<file path="config.mk">
export PLATFORM = sky130hd
export DESIGN_NAME = gpgpu_multicore_controller
export DESIGN_NICKNAME = d
export VERILOG_FILES = /design/src/rtl/gpgpu_multicore_controller.sv
export SDC_FILE = /design/constraint.sdc
export NUM_CORES = 1
export LEC_CHECK = 0
export CAP_MARGIN = 0
export CORE_MARGIN = 2
export CORE_UTILIZATION = 40
export DETAILED_ROUTE_END_ITERATION = 8
export PLACE_DENSITY = 0.59
export SYNTH_ARGS = -nofsm -noshare
export SYNTH_HDL_FRONTEND = slang
export SYNTH_SLANG_ARGS = --single-unit
</file>
<file path="constraint.sdc">
create_clock -name clk_i -period 3.3 [get_ports clk_i]
set_clock_uncertainty 0.1 [all_clocks]
set_input_delay 0.66 -clock clk_i [delete_from_list [all_inputs] [get_ports clk_i]]
set_output_delay 0.66 -clock clk_i [all_outputs]
set_load 0.1 [all_outputs]
</file>
<file path="src/rtl/gpgpu_multicore_controller.sv">
// Multicore run controller: per-core clock-gate/reset sequencing, run-cycle
// counters and a maskable done interrupt behind a zero-wait OBI register slave.
module gpgpu_multicore_controller #(
  parameter int unsigned NUM_CORES  = 4,
  parameter int unsigned RST_CYCLES = 4
) (
  input  logic                 clk_i,
  input  logic                 rst_ni,
  input  logic                 regs_req_i,
  input  logic                 regs_we_i,
  input  logic [31:0]          regs_addr_i,
  input  logic [31:0]          regs_wdata_i,
  output logic                 regs_gnt_o,
  output logic                 regs_rvalid_o,
  output logic [31:0]          regs_rdata_o,
  input  logic [NUM_CORES-1:0] core_busy_i,
  output logic [NUM_CORES-1:0] clk_en_core_o,
  output logic [NUM_CORES-1:0] rst_n_core_o,
  output logic                 irq_o
);

  typedef enum logic [1:0] {
    IDLE,
    RESET,
    RUN,
    DONE
  } coreState_e;

  localparam logic [5:0] OFF_START  = 6'h00;
  localparam logic [5:0] OFF_DONE   = 6'h01;
  localparam logic [5:0] OFF_IRQ_EN = 6'h02;
  localparam logic [5:0] OFF_ABORT  = 6'h03;
  localparam int         CYC_BASE   = 4;
  localparam logic [7:0] RST_LOAD   = 8'(RST_CYCLES - 1);

  logic [5:0]                 wordAddr;
  logic                       wrEn;
  logic                       rdEn;
  logic [NUM_CORES-1:0]       startHit;
  logic [NUM_CORES-1:0]       abortHit;
  logic [NUM_CORES-1:0]       doneClr;
  logic [NUM_CORES-1:0]       doneSet;
  logic [NUM_CORES-1:0]       running;
  logic [NUM_CORES-1:0][31:0] cyclesVec;
  logic [NUM_CORES-1:0]       done_q, done_d;
  logic [NUM_CORES-1:0]       irqEn_q, irqEn_d;
  logic                       irq_q;
  logic                       rvalid_q;
  logic [31:0]                rdata_q, rdata_d;
  logic                       unusedBits;

  assign wordAddr   = regs_addr_i[7:2];
  assign wrEn       = regs_req_i & regs_we_i;
  assign rdEn       = regs_req_i & ~regs_we_i;
  assign regs_gnt_o = regs_req_i;
  assign unusedBits = ^{regs_addr_i[31:8], regs_addr_i[1:0], regs_wdata_i[31:NUM_CORES]};

  assign startHit = (wrEn && wordAddr == OFF_START) ? regs_wdata_i[NUM_CORES-1:0] : '0;
  assign abortHit = (wrEn && wordAddr == OFF_ABORT) ? regs_wdata_i[NUM_CORES-1:0] : '0;
  assign doneClr  = (wrEn && wordAddr == OFF_DONE)  ? regs_wdata_i[NUM_CORES-1:0] : '0;

  for (genvar i = 0; i < NUM_CORES; i++) begin : genCore
    coreState_e  state_q, state_d;
    logic [7:0]  rstCnt_q, rstCnt_d;
    logic        busySeen_q, busySeen_d;
    logic [31:0] cycles_q, cycles_d;
    logic        doneSetCore;

    // Counting depends only on being in RUN, so an aborting RUN cycle still counts.
    always_comb begin
      state_d     = state_q;
      rstCnt_d    = rstCnt_q;
      busySeen_d  = busySeen_q;
      cycles_d    = cycles_q;
      doneSetCore = 1'b0;
      case (state_q)
        IDLE: begin
          if (startHit[i]) begin
            state_d  = RESET;
            rstCnt_d = RST_LOAD;
            cycles_d = '0;
          end
        end
        RESET: begin
          if (rstCnt_q == 8'd0) begin
            state_d    = RUN;
            busySeen_d = 1'b0;
          end else begin
            rstCnt_d = rstCnt_q - 8'd1;
          end
        end
        RUN: begin
          if (cycles_q != 32'hFFFF_FFFF) cycles_d = cycles_q + 32'd1;
          if (core_busy_i[i]) busySeen_d = 1'b1;
          if (busySeen_q && !core_busy_i[i]) begin
            state_d     = DONE;
            doneSetCore = 1'b1;
          end
        end
        DONE: begin
          if (doneClr[i]) state_d = IDLE;
        end
        default: state_d = IDLE;
      endcase
      if (abortHit[i]) begin
        state_d     = IDLE;
        doneSetCore = 1'b0;
      end
    end

    always_ff @(posedge clk_i) begin
      if (!rst_ni) begin
        state_q    <= IDLE;
        rstCnt_q   <= '0;
        busySeen_q <= 1'b0;
        cycles_q   <= '0;
      end else begin
        state_q    <= state_d;
        rstCnt_q   <= rstCnt_d;
        busySeen_q <= busySeen_d;
        cycles_q   <= cycles_d;
      end
    end

    assign doneSet[i]       = doneSetCore;
    assign running[i]       = (state_q == RESET) || (state_q == RUN);
    assign clk_en_core_o[i] = (state_q == RESET) || (state_q == RUN);
    assign rst_n_core_o[i]  = (state_q == RUN) || (state_q == DONE);
    assign cyclesVec[i]     = cycles_q;
  end

  // A done event overrides a simultaneous W1C of the same bit.
  always_comb begin
    done_d  = (done_q & ~doneClr) | doneSet;
    irqEn_d = irqEn_q;
    if (wrEn && wordAddr == OFF_IRQ_EN) irqEn_d = regs_wdata_i[NUM_CORES-1:0];
    rdata_d = '0;
    if (rdEn) begin
      case (wordAddr)
        OFF_START:  rdata_d = 32'(running);
        OFF_DONE:   rdata_d = 32'(done_q);
        OFF_IRQ_EN: rdata_d = 32'(irqEn_q);
        default: begin
          for (int k = 0; k < NUM_CORES; k++) begin
            if (wordAddr == 6'(CYC_BASE + k)) rdata_d = cyclesVec[k];
          end
        end
      endcase
    end
  end

  always_ff @(posedge clk_i) begin
    if (!rst_ni) begin
      done_q   <= '0;
      irqEn_q  <= '0;
      irq_q    <= 1'b0;
      rvalid_q <= 1'b0;
      rdata_q  <= '0;
    end else begin
      done_q   <= done_d;
      irqEn_q  <= irqEn_d;
      irq_q    <= |(done_q & irqEn_q);
      rvalid_q <= regs_req_i;
      rdata_q  <= rdata_d;
    end
  end

  assign regs_rvalid_o = rvalid_q;
  assign regs_rdata_o  = rdata_q;
  assign irq_o         = irq_q;

endmodule

</file>
* Yosys cells after proc, flatten, opt, wreduce, memory -nomap -nowiden
Index checks and enable logic that the tools add are counted.
W data, S select, Z words.
** Cells by class
- Add/subtract/negate cells :: 8
- Equal/unequal tests :: 51
- Multiplexer cells :: 76
- Bitwise operators :: 8
- Reductions and logical operators :: 63
** Operators by type and width (count)
- $mux W32 :: 12
- $pmux W32 S2 :: 4
- $add A32 B1 Y32 const B :: 4
- $ne A32 B32 Y1 const B :: 4
- $pmux W32 S3 :: 1
- $mux W8 :: 8
- $pmux W8 S2 :: 4
- $ne A2 B2 Y1 const B :: 28
- $reduce_and A3 Y1 :: 12
- $logic_not A8 Y1 :: 4
- $mux W2 :: 16
- $pmux W2 S4 :: 4
- $sub A8 B1 Y8 const B :: 4
- $eq A6 B3 Y1 const B :: 4
- $reduce_bool A2 Y1 :: 12
- $mux W1 :: 20
- $eq A2 B2 Y1 const B :: 8
- $reduce_and A4 Y1 :: 4
- $eq A6 B2 Y1 const B :: 2
- $mux W4 :: 3
- $and A4 B4 Y4 :: 2
- $eq A2 B1 Y1 const B :: 4
- $logic_and A1 B1 Y1 :: 8
- $logic_not A2 Y1 :: 4
- other kinds (12) :: 30
** Word-level totals
- Bits in registers :: 214
- Input port bits :: 72
- Output and inout port bits :: 43
- Word-level logic and storage cells :: 227

* Depth between registers and ports, before layout
Gate-level depths: netlist (run 1).
- Depth after elaboration :: 6
- Gate-level depth with buffers :: 9
- Mapped depth without buffers :: 7

* Worst setup path before layout (run 1)
Ideal clock, no wire load.
- Path type :: input -> register
- Start :: input regs_addr_i[5]
- End :: register genCore[3].cycles_q[12]
- Library setup time :: 0.070 ns
- Arrival :: 2.545 ns
- Required time :: 3.130 ns
- Slack :: 0.584 ns
- Stages :: 6
- Path buffers :: 1
- Path through :: or4_4 -> buf_6 -> o31a_1 -> a41o_1 -> or4_1 -> a21oi_1
** Between the ends
- Word-level cells in the longest chain between the ends :: 5
** RTL lines
- start: declaration :: RTL line 11 : input logic [31:0] regs_addr_i,
- $logic_not A6 Y1 :: RTL line 58 : assign startHit = (wrEn && wordAddr == OFF_START) ? regs_wdata_i[NUM_CORES-1:0] : '0;
- $logic_and A1 B1 Y1 :: RTL line 58
- $mux W4 :: RTL line 58
- $ne A2 B2 Y1 (no source line)
- $reduce_and A3 Y1 (no source line)
- end signal: assignment :: RTL line 121 : cycles_q <= cycles_d;
- end: declaration :: RTL line 66 : logic [31:0] cycles_q, cycles_d;
No other way between the ends.
A chain may end at the register's enable or synchronous reset.

* Worst setup path after layout (run 1)
- Start :: register genCore[0].cycles_q[5]
- End :: register genCore[0].cycles_q[29]
** Between the ends
- Word-level cells in the longest chain between the ends :: 3
- Elaborated cells between the ends (all ways) :: 6
- Classes of those cells :: 1 x add/sub; 2 x eq/ne; 2 x mux; 1 x reduce/logical
** RTL lines
- start: declaration :: RTL line 66
- start signal: assignment :: RTL line 121
- $add A32 B1 Y32 / $ne A32 B32 Y1 (equally long branches) :: RTL line 93 : if (cycles_q != 32'hFFFF_FFFF) cycles_d = cycles_q + 32'd1;
- $mux W32 / $ne A2 B2 Y1 (equally long branches)
- $pmux W32 S2 / $reduce_and A3 Y1 (equally long branches)
Several ways; a longest one is shown, not always the timed one. The select of a mux whose other input is x is not followed.

==> reports/results.ini, run 1 <==
[setup_path]
cpPeakStageDelay_ns=0.78
slowest_stage=or4_1
start_kind=register
r2r_end=genCore[0].cycles_q[29]$_SDFFE_PN0P_
worstSetupPathType=reg2reg
endpoint=genCore[0].cycles_q[29]$_SDFFE_PN0P_
path_cells=nand4_2 > or4_1 > or4_1 > and4_1 > a221o_1
critPathLaunch=genCore[0].cycles_q[5]$_SDFFE_PN0P_
required_ns=3.63
r2r_slack_ns=0.35
reg2reg_from=genCore[0].cycles_q[5]$_SDFFE_PN0P_
crit_path_end_kind=register
crit_path_frequent_cell=or4_1
path_max_fanout=16
r2r_cells=5
arrival_ns=3.28

[drt]
vias=12600
drtIter0Drc=1157
finalWirelength_um=41000
route.detailed.drc=0
drt-pass1-iter-count=5
wire_per_inst_um=20.0
ant_nets=0
viasPerCell=6.17

[yosys]
yosys_warnings=0
synth_top_cell_by_area=dfxtp_1
synth_nets=1645
synth_edf_count=0
synthArstFlopShare_pct=0
yosys-top-cells-area=dfxtp_1, nand2_1, o21ai_0, nor2_1, a21oi_1
ys_seq_elements=214
netlist_area_um2=12300
syn_avg_cell_area_um2=8.00
yosys.cell_types.count=82
ys_seq_area_share_pct=34.8
synthDominantCellAreaShare_pct=34.8
postSynthCellCount=1541
synth_ff_type=dfxtp_1

[floorplan]
core.rowCount=64
initial_core_util_pct=40.5
dieArea_um2=32200
fp.dieW_um=180
fp.coreArea_um2=30400
die_h_um=180
pin_count=115

[sta]
relSlewSlack_pct=42.0
hold_viol_final=0
fin_hold_ws_ns=0.393
finalMaxSlewViolations=0
post-route-period-util_pct=89.5
fin_tns_setup_ns=0
max_freq_mhz=338
setup_violations=0
fin_crit_ns=2.95
worstMarginPinSlew_ns=0.862
rsz0062_at_grt=no

[clock_network]
cts-root-buf=clkbuf_16
path_clk_slew_ns=0.06
ctsHoldBuffers=0
cts_tree=built
cts_inserted_buffers=25
cts.sinks=214
cts_resized=0
clockBufferDepth=3
insertion_delay_ns=0.54
htree_num_levels=1
post-cts-setup-buffer-count=0

[final_layout]
stdcell_area_um2=14600
nets=1736
diodes=0
layout_commonest_cell=dfxtp_1
drive_gt1_share_pct=13.3
fillers=3013
final_cell_mix=dfxtp_1, nand2_1, buf_4
area_delta_synth_final_pct=18.7

[power]
netSwitchingFraction_pct=27.8
sequentialPowerShare_pct=41.8
comb_power_share_pct=14.5
p_leak_nw=4.89
powerDensity_nw_per_um2=448
power.internal_mw=4.74
power_mw=6.56
power.share.clock_pct=43.7
switchingPower_mw=1.82
ir_drop_mv=0.344

[placement]
io_buffers=60
gp_congestion=0.987
placed_area_um2=13800
dpl.hpwl_um=30200

[global_routing]
grt_pass1_wl_um=64500
grt-ovfl-total=0
antenna_found_initial=0
grt_max_degree=50
track_usage_pct=24.5
grt_pass1_vias=11600

[worst_hold_path]
min_path_type=reg2reg
min_from=genCore[2].cycles_q[24]$_SDFFE_PN0P_

[status]
outcome=finished, final reports clean

[job]
maxCapViolations=0

cells by family after synthesis:
group / synth area share (%)
xor gates and xnor gates: 1.49
AOI/OAI and AO/OA: 25.5
muxes: 3.95
DFF: 34.8
adders and majority gates: 3.25
and+or+nand+nor: 26.6
buffers and inverters: 4.49
critical path: cells and delay by family (launching register included):
family	cells	cell delay (ns)
DFF	1	0.50
and+or+nand+nor	4	2.01
AOI/OAI and AO/OA	1	0.25
cells in the mapped netlist, drive strengths merged, types with 18 or more instances:
cell type	n
nand3	73
mux2i	43
o31ai	29
or4	33
nand2	140
o21ai	98
nor3	40
or3	21
xor2	19
ha	32
dfxtp	214
and3	22
a211oi	18
a21oi	86
clkbuf	74
nor2	121
buf	18
a22oi	30
nor4	33
a31oi	60
inv	48
nand4	65
final cells by class:
type / count / area [um2] / share of cell area (%)
tap: 396 / 495 / 3.39
inverter: 48 / 180 / 1.23
multi-input combinational: 1187 / 7500 / 51.3
sequential: 214 / 4280 / 29.3
timing repair buffer: 156 / 1330 / 9.08
clock inverter: 11 / 140 / 0.957
clock buffer: 35 / 703 / 4.80
power groups by stage:
stage / clock network (mW) / logic [mW] / registers, mW
floorplan: 0 / 0.644 / 2.78
global placement: 0 / 0.931 / 2.79
detailed placement: 0 / 0.939 / 2.80
CTS: 2.92 / 0.946 / 2.74
global route: 3.02 / 1.05 / 2.75
finish: 2.87 / 0.953 / 2.74
routing by layer:
layer	wire (um)	share of wire [%]	vias up	track usage [%]
li1	-	-	6110	-
met1	18400	45	5997	33.3
met2	18400	45	447	39.2
met3	2800	6.8	81	3.85
met4	1490	3.6	0	9.27
met5	0	0	-	0
stage by stage:
stage,cells,setup slack (ns),utilization (%)
floorplan,1541,0.584,-
global placement,2001,-0.0290,45.3
detailed placement,2001,-0.0753,45.3
CTS,2047,0.397,48.1
global route,2047,0.262,48.1
finish,2047,0.346,48.1
how the worst min path moves through the flow:
stage                                           end  slack (ns)  cells after the start
3_3_place_gp   genCore[2].cycles_q[24]$_SDFFE_PN0P_        0.36                      1
2_1_floorplan  genCore[2].cycles_q[24]$_SDFFE_PN0P_        0.33                      1
3_5_place_dp   genCore[2].cycles_q[24]$_SDFFE_PN0P_        0.37                      1
6_report       genCore[2].cycles_q[24]$_SDFFE_PN0P_        0.39                      1
5_1_grt        genCore[2].cycles_q[24]$_SDFFE_PN0P_        0.40                      1
4_1_cts        genCore[2].cycles_q[24]$_SDFFE_PN0P_        0.38                      1
registers in the layout (all words and copies together), names as in the netlist:
| signal | count |
|---|---|
| regs_rdata_o | 32 |
| irq_o | 1 |
| done_q | 4 |
| genCore.state_q | 8 |
| genCore.busySeen_q | 4 |
| genCore.rstCnt_q | 32 |
| irqEn_q | 4 |
| genCore.cycles_q | 128 |
| regs_rvalid_o | 1 |
No activity file was read; power rests on OpenSTA's default activity.
==> inputs of run 2 (changes only) <==
- CORE_UTILIZATION: 40 -> 55
- PLACE_DENSITY: 0.59 -> 0.77
==> reports/results.ini, run 2 (same netlist as run 1, synthesis figures left out) <==
[clock_network]
insertion_delay_ns=0.53  ; about the same
path_clk_slew_ns=0.06  ; about the same
post-cts-setup-buffer-count=0  ; unchanged
cts_tree=built
clockBufferDepth=3  ; unchanged
ctsHoldBuffers=0  ; unchanged
htree_num_levels=1  ; unchanged
cts_resized=0  ; unchanged
cts-root-buf=clkbuf_16
cts_inserted_buffers=24  ; -4.0%
cts.sinks=214  ; unchanged

[global_routing]
grt_pass1_vias=11500  ; -0.95%
track_usage_pct=31.5  ; +7.0 points
grt_pass1_wl_um=61000  ; -5.5%
grt-ovfl-total=0  ; unchanged
grt_max_degree=69  ; +38%
antenna_found_initial=1  ; +1

[power]
ir_drop_mv=0.398  ; +15%
power.internal_mw=4.46  ; -5.9%
comb_power_share_pct=14.8  ; +0.3 points
switchingPower_mw=1.73  ; -5.2%
power.share.clock_pct=41.0  ; -2.7 points
sequentialPowerShare_pct=44.3  ; +2.5 points
p_leak_nw=4.74  ; -3.0%
powerDensity_nw_per_um2=436  ; -2.8%
netSwitchingFraction_pct=27.9  ; +0.13 points
power_mw=6.19  ; -5.7%

[setup_path]
path_cells=clkdlybuf4s50_1 > or4_4 > o31a_1 > buf_4 > a31oi_2 > nand3_2 > o32ai_1
path_max_fanout=10  ; -6
arrival_ns=3.19  ; -0.09 ns
crit_path_end_kind=register
start_kind=input port
slowest_stage=or4_4
worstSetupPathType=in2reg
required_ns=3.63  ; about the same
cpPeakStageDelay_ns=0.67  ; -0.11 ns

[final_layout]
final_cell_mix=dfxtp_1, nand2_1, nor2_1
drive_gt1_share_pct=12.0  ; -1.3 points
nets=1718  ; -1.0%
instances_no_fill=1910  ; -6.7%
largest-register=genCore.cycles_q
area_delta_synth_final_pct=15.2
stdcell_area_um2=14200  ; -3.0%
layout_commonest_cell=dfxtp_1
utilization_pct=64.9  ; +17 points
largest_register_ff_count=128  ; unchanged

[placement]
dp_cells=1868  ; -6.6%
gp_congestion=0.977  ; -0.99%
dpl.hpwl_um=28100  ; -6.9%
placed_area_um2=13500  ; -2.3%
io_buffers=60  ; unchanged

[worst_hold_path]
min_path_type=reg2reg

[sta]
fin_crit_ns=2.86  ; -0.0917 ns
hold_viol_final=0  ; unchanged
fin_hold_ws_ns=0.397  ; +0.00370 ns
rsz0062_at_grt=no
setup_violations=0  ; unchanged
max_freq_mhz=349  ; +3.2%
relSlewSlack_pct=39.1  ; -2.9 points
post-route-period-util_pct=86.8  ; -2.8 points
finalMaxSlewViolations=0  ; unchanged
worstMarginPinSlew_ns=0.905  ; +0.0433 ns

[floorplan]
die_h_um=154  ; -14%
fp.dieW_um=154  ; -14%
pin_count=115  ; unchanged
initial_core_util_pct=56.3  ; +16 points
core.rowCount=54  ; -16%
fp.coreArea_um2=21900  ; -28%
dieArea_um2=23600  ; -27%

[drt]
drtIter0Drc=1268  ; +9.6%
wire_per_inst_um=20.3  ; +1.5%
finalWirelength_um=38800  ; -5.3%
viasPerCell=6.72  ; +8.9%
drt-pass1-iter-count=7  ; +2
vias=12800  ; +1.6%
route.detailed.drc=0  ; unchanged
ant_nets=0  ; unchanged

[status]
outcome=finished, final reports clean

[job]
maxCapViolations=0  ; unchanged

-- run 2: changes by cell type in the layout (fill, tap and decap cells not counted) --
cell / before / now
clkinv_2: 5 / 4
clkinvlp_4: 1 / 0
clkbuf_1: 6 / 8
buf_4: 129 / 116
diode_2: 0 / 1
inv_6: 1 / 0
clkinv_4: 1 / 0
buf_12: 10 / 6
bufinv_16: 3 / 0
-- run 2: area by class of cell --
class                   count  area (um2)
clock inverters             4        20.0
clock buffers              37         711
inverters                  48         180
flip-flops and latches    214        4280
multi-input cells        1187        7500
well taps                 280         350
repair buffers            139        1150
fillers                  1918        7690
diodes                      1        2.50
-- run 2: final timing paths --
kind,slack [ns],end,cells after the start,from
hold / removal,0.40,genCore[0].rstCnt_q[0]$_SDFFE_PN0P_,1,genCore[0].rstCnt_q[0]$_SDFFE_PN0P_
setup / recovery,0.44,genCore[1].cycles_q[28]$_SDFFE_PN0P_,7,regs_addr_i[5]
hold reg to reg,0.40,genCore[0].rstCnt_q[0]$_SDFFE_PN0P_,1,genCore[0].rstCnt_q[0]$_SDFFE_PN0P_
setup reg to reg,0.44,genCore[0].cycles_q[11]$_SDFFE_PN0P_,6,genCore[0].cycles_q[5]$_SDFFE_PN0P_
-- run 2: power by group through the flow --
stage / Clock (mW) / Sequential, mW / Combinational (mW)
after CTS: 2.56 / 2.74 / 0.902
after global placement: 0 / 2.79 / 0.882
after floorplan: 0 / 2.78 / 0.644
after detailed placement: 0 / 2.79 / 0.895
final: 2.54 / 2.74 / 0.913
after global routing: 2.66 / 2.75 / 1.00
-- run 2: routing by layer --
layer	up-vias	track usage [%]	part of all wire (%)
met2	625	49.0	44
met3	108	6.31	9.4
met5	-	0	0
met4	0	14.4	4.7
li1	6036	-	-
met1	6069	42.2	41
-- run 2: through the flow --
step | setup slack, ns | setup TNS, ns
detailed placement | -0.0661 | -0.118
global placement | 0.0355 | 0
CTS | 0.475 | 0
finish | 0.437 | 0
global route | 0.290 | 0
floorplan | 0.584 | 0
-- run 2: worst max-delay path, delay by kind of cell --
family / cells / cell delay [ns]
simple gates: 2 / 0.93
buf+inv: 2 / 0.60
compound gates: 3 / 0.98
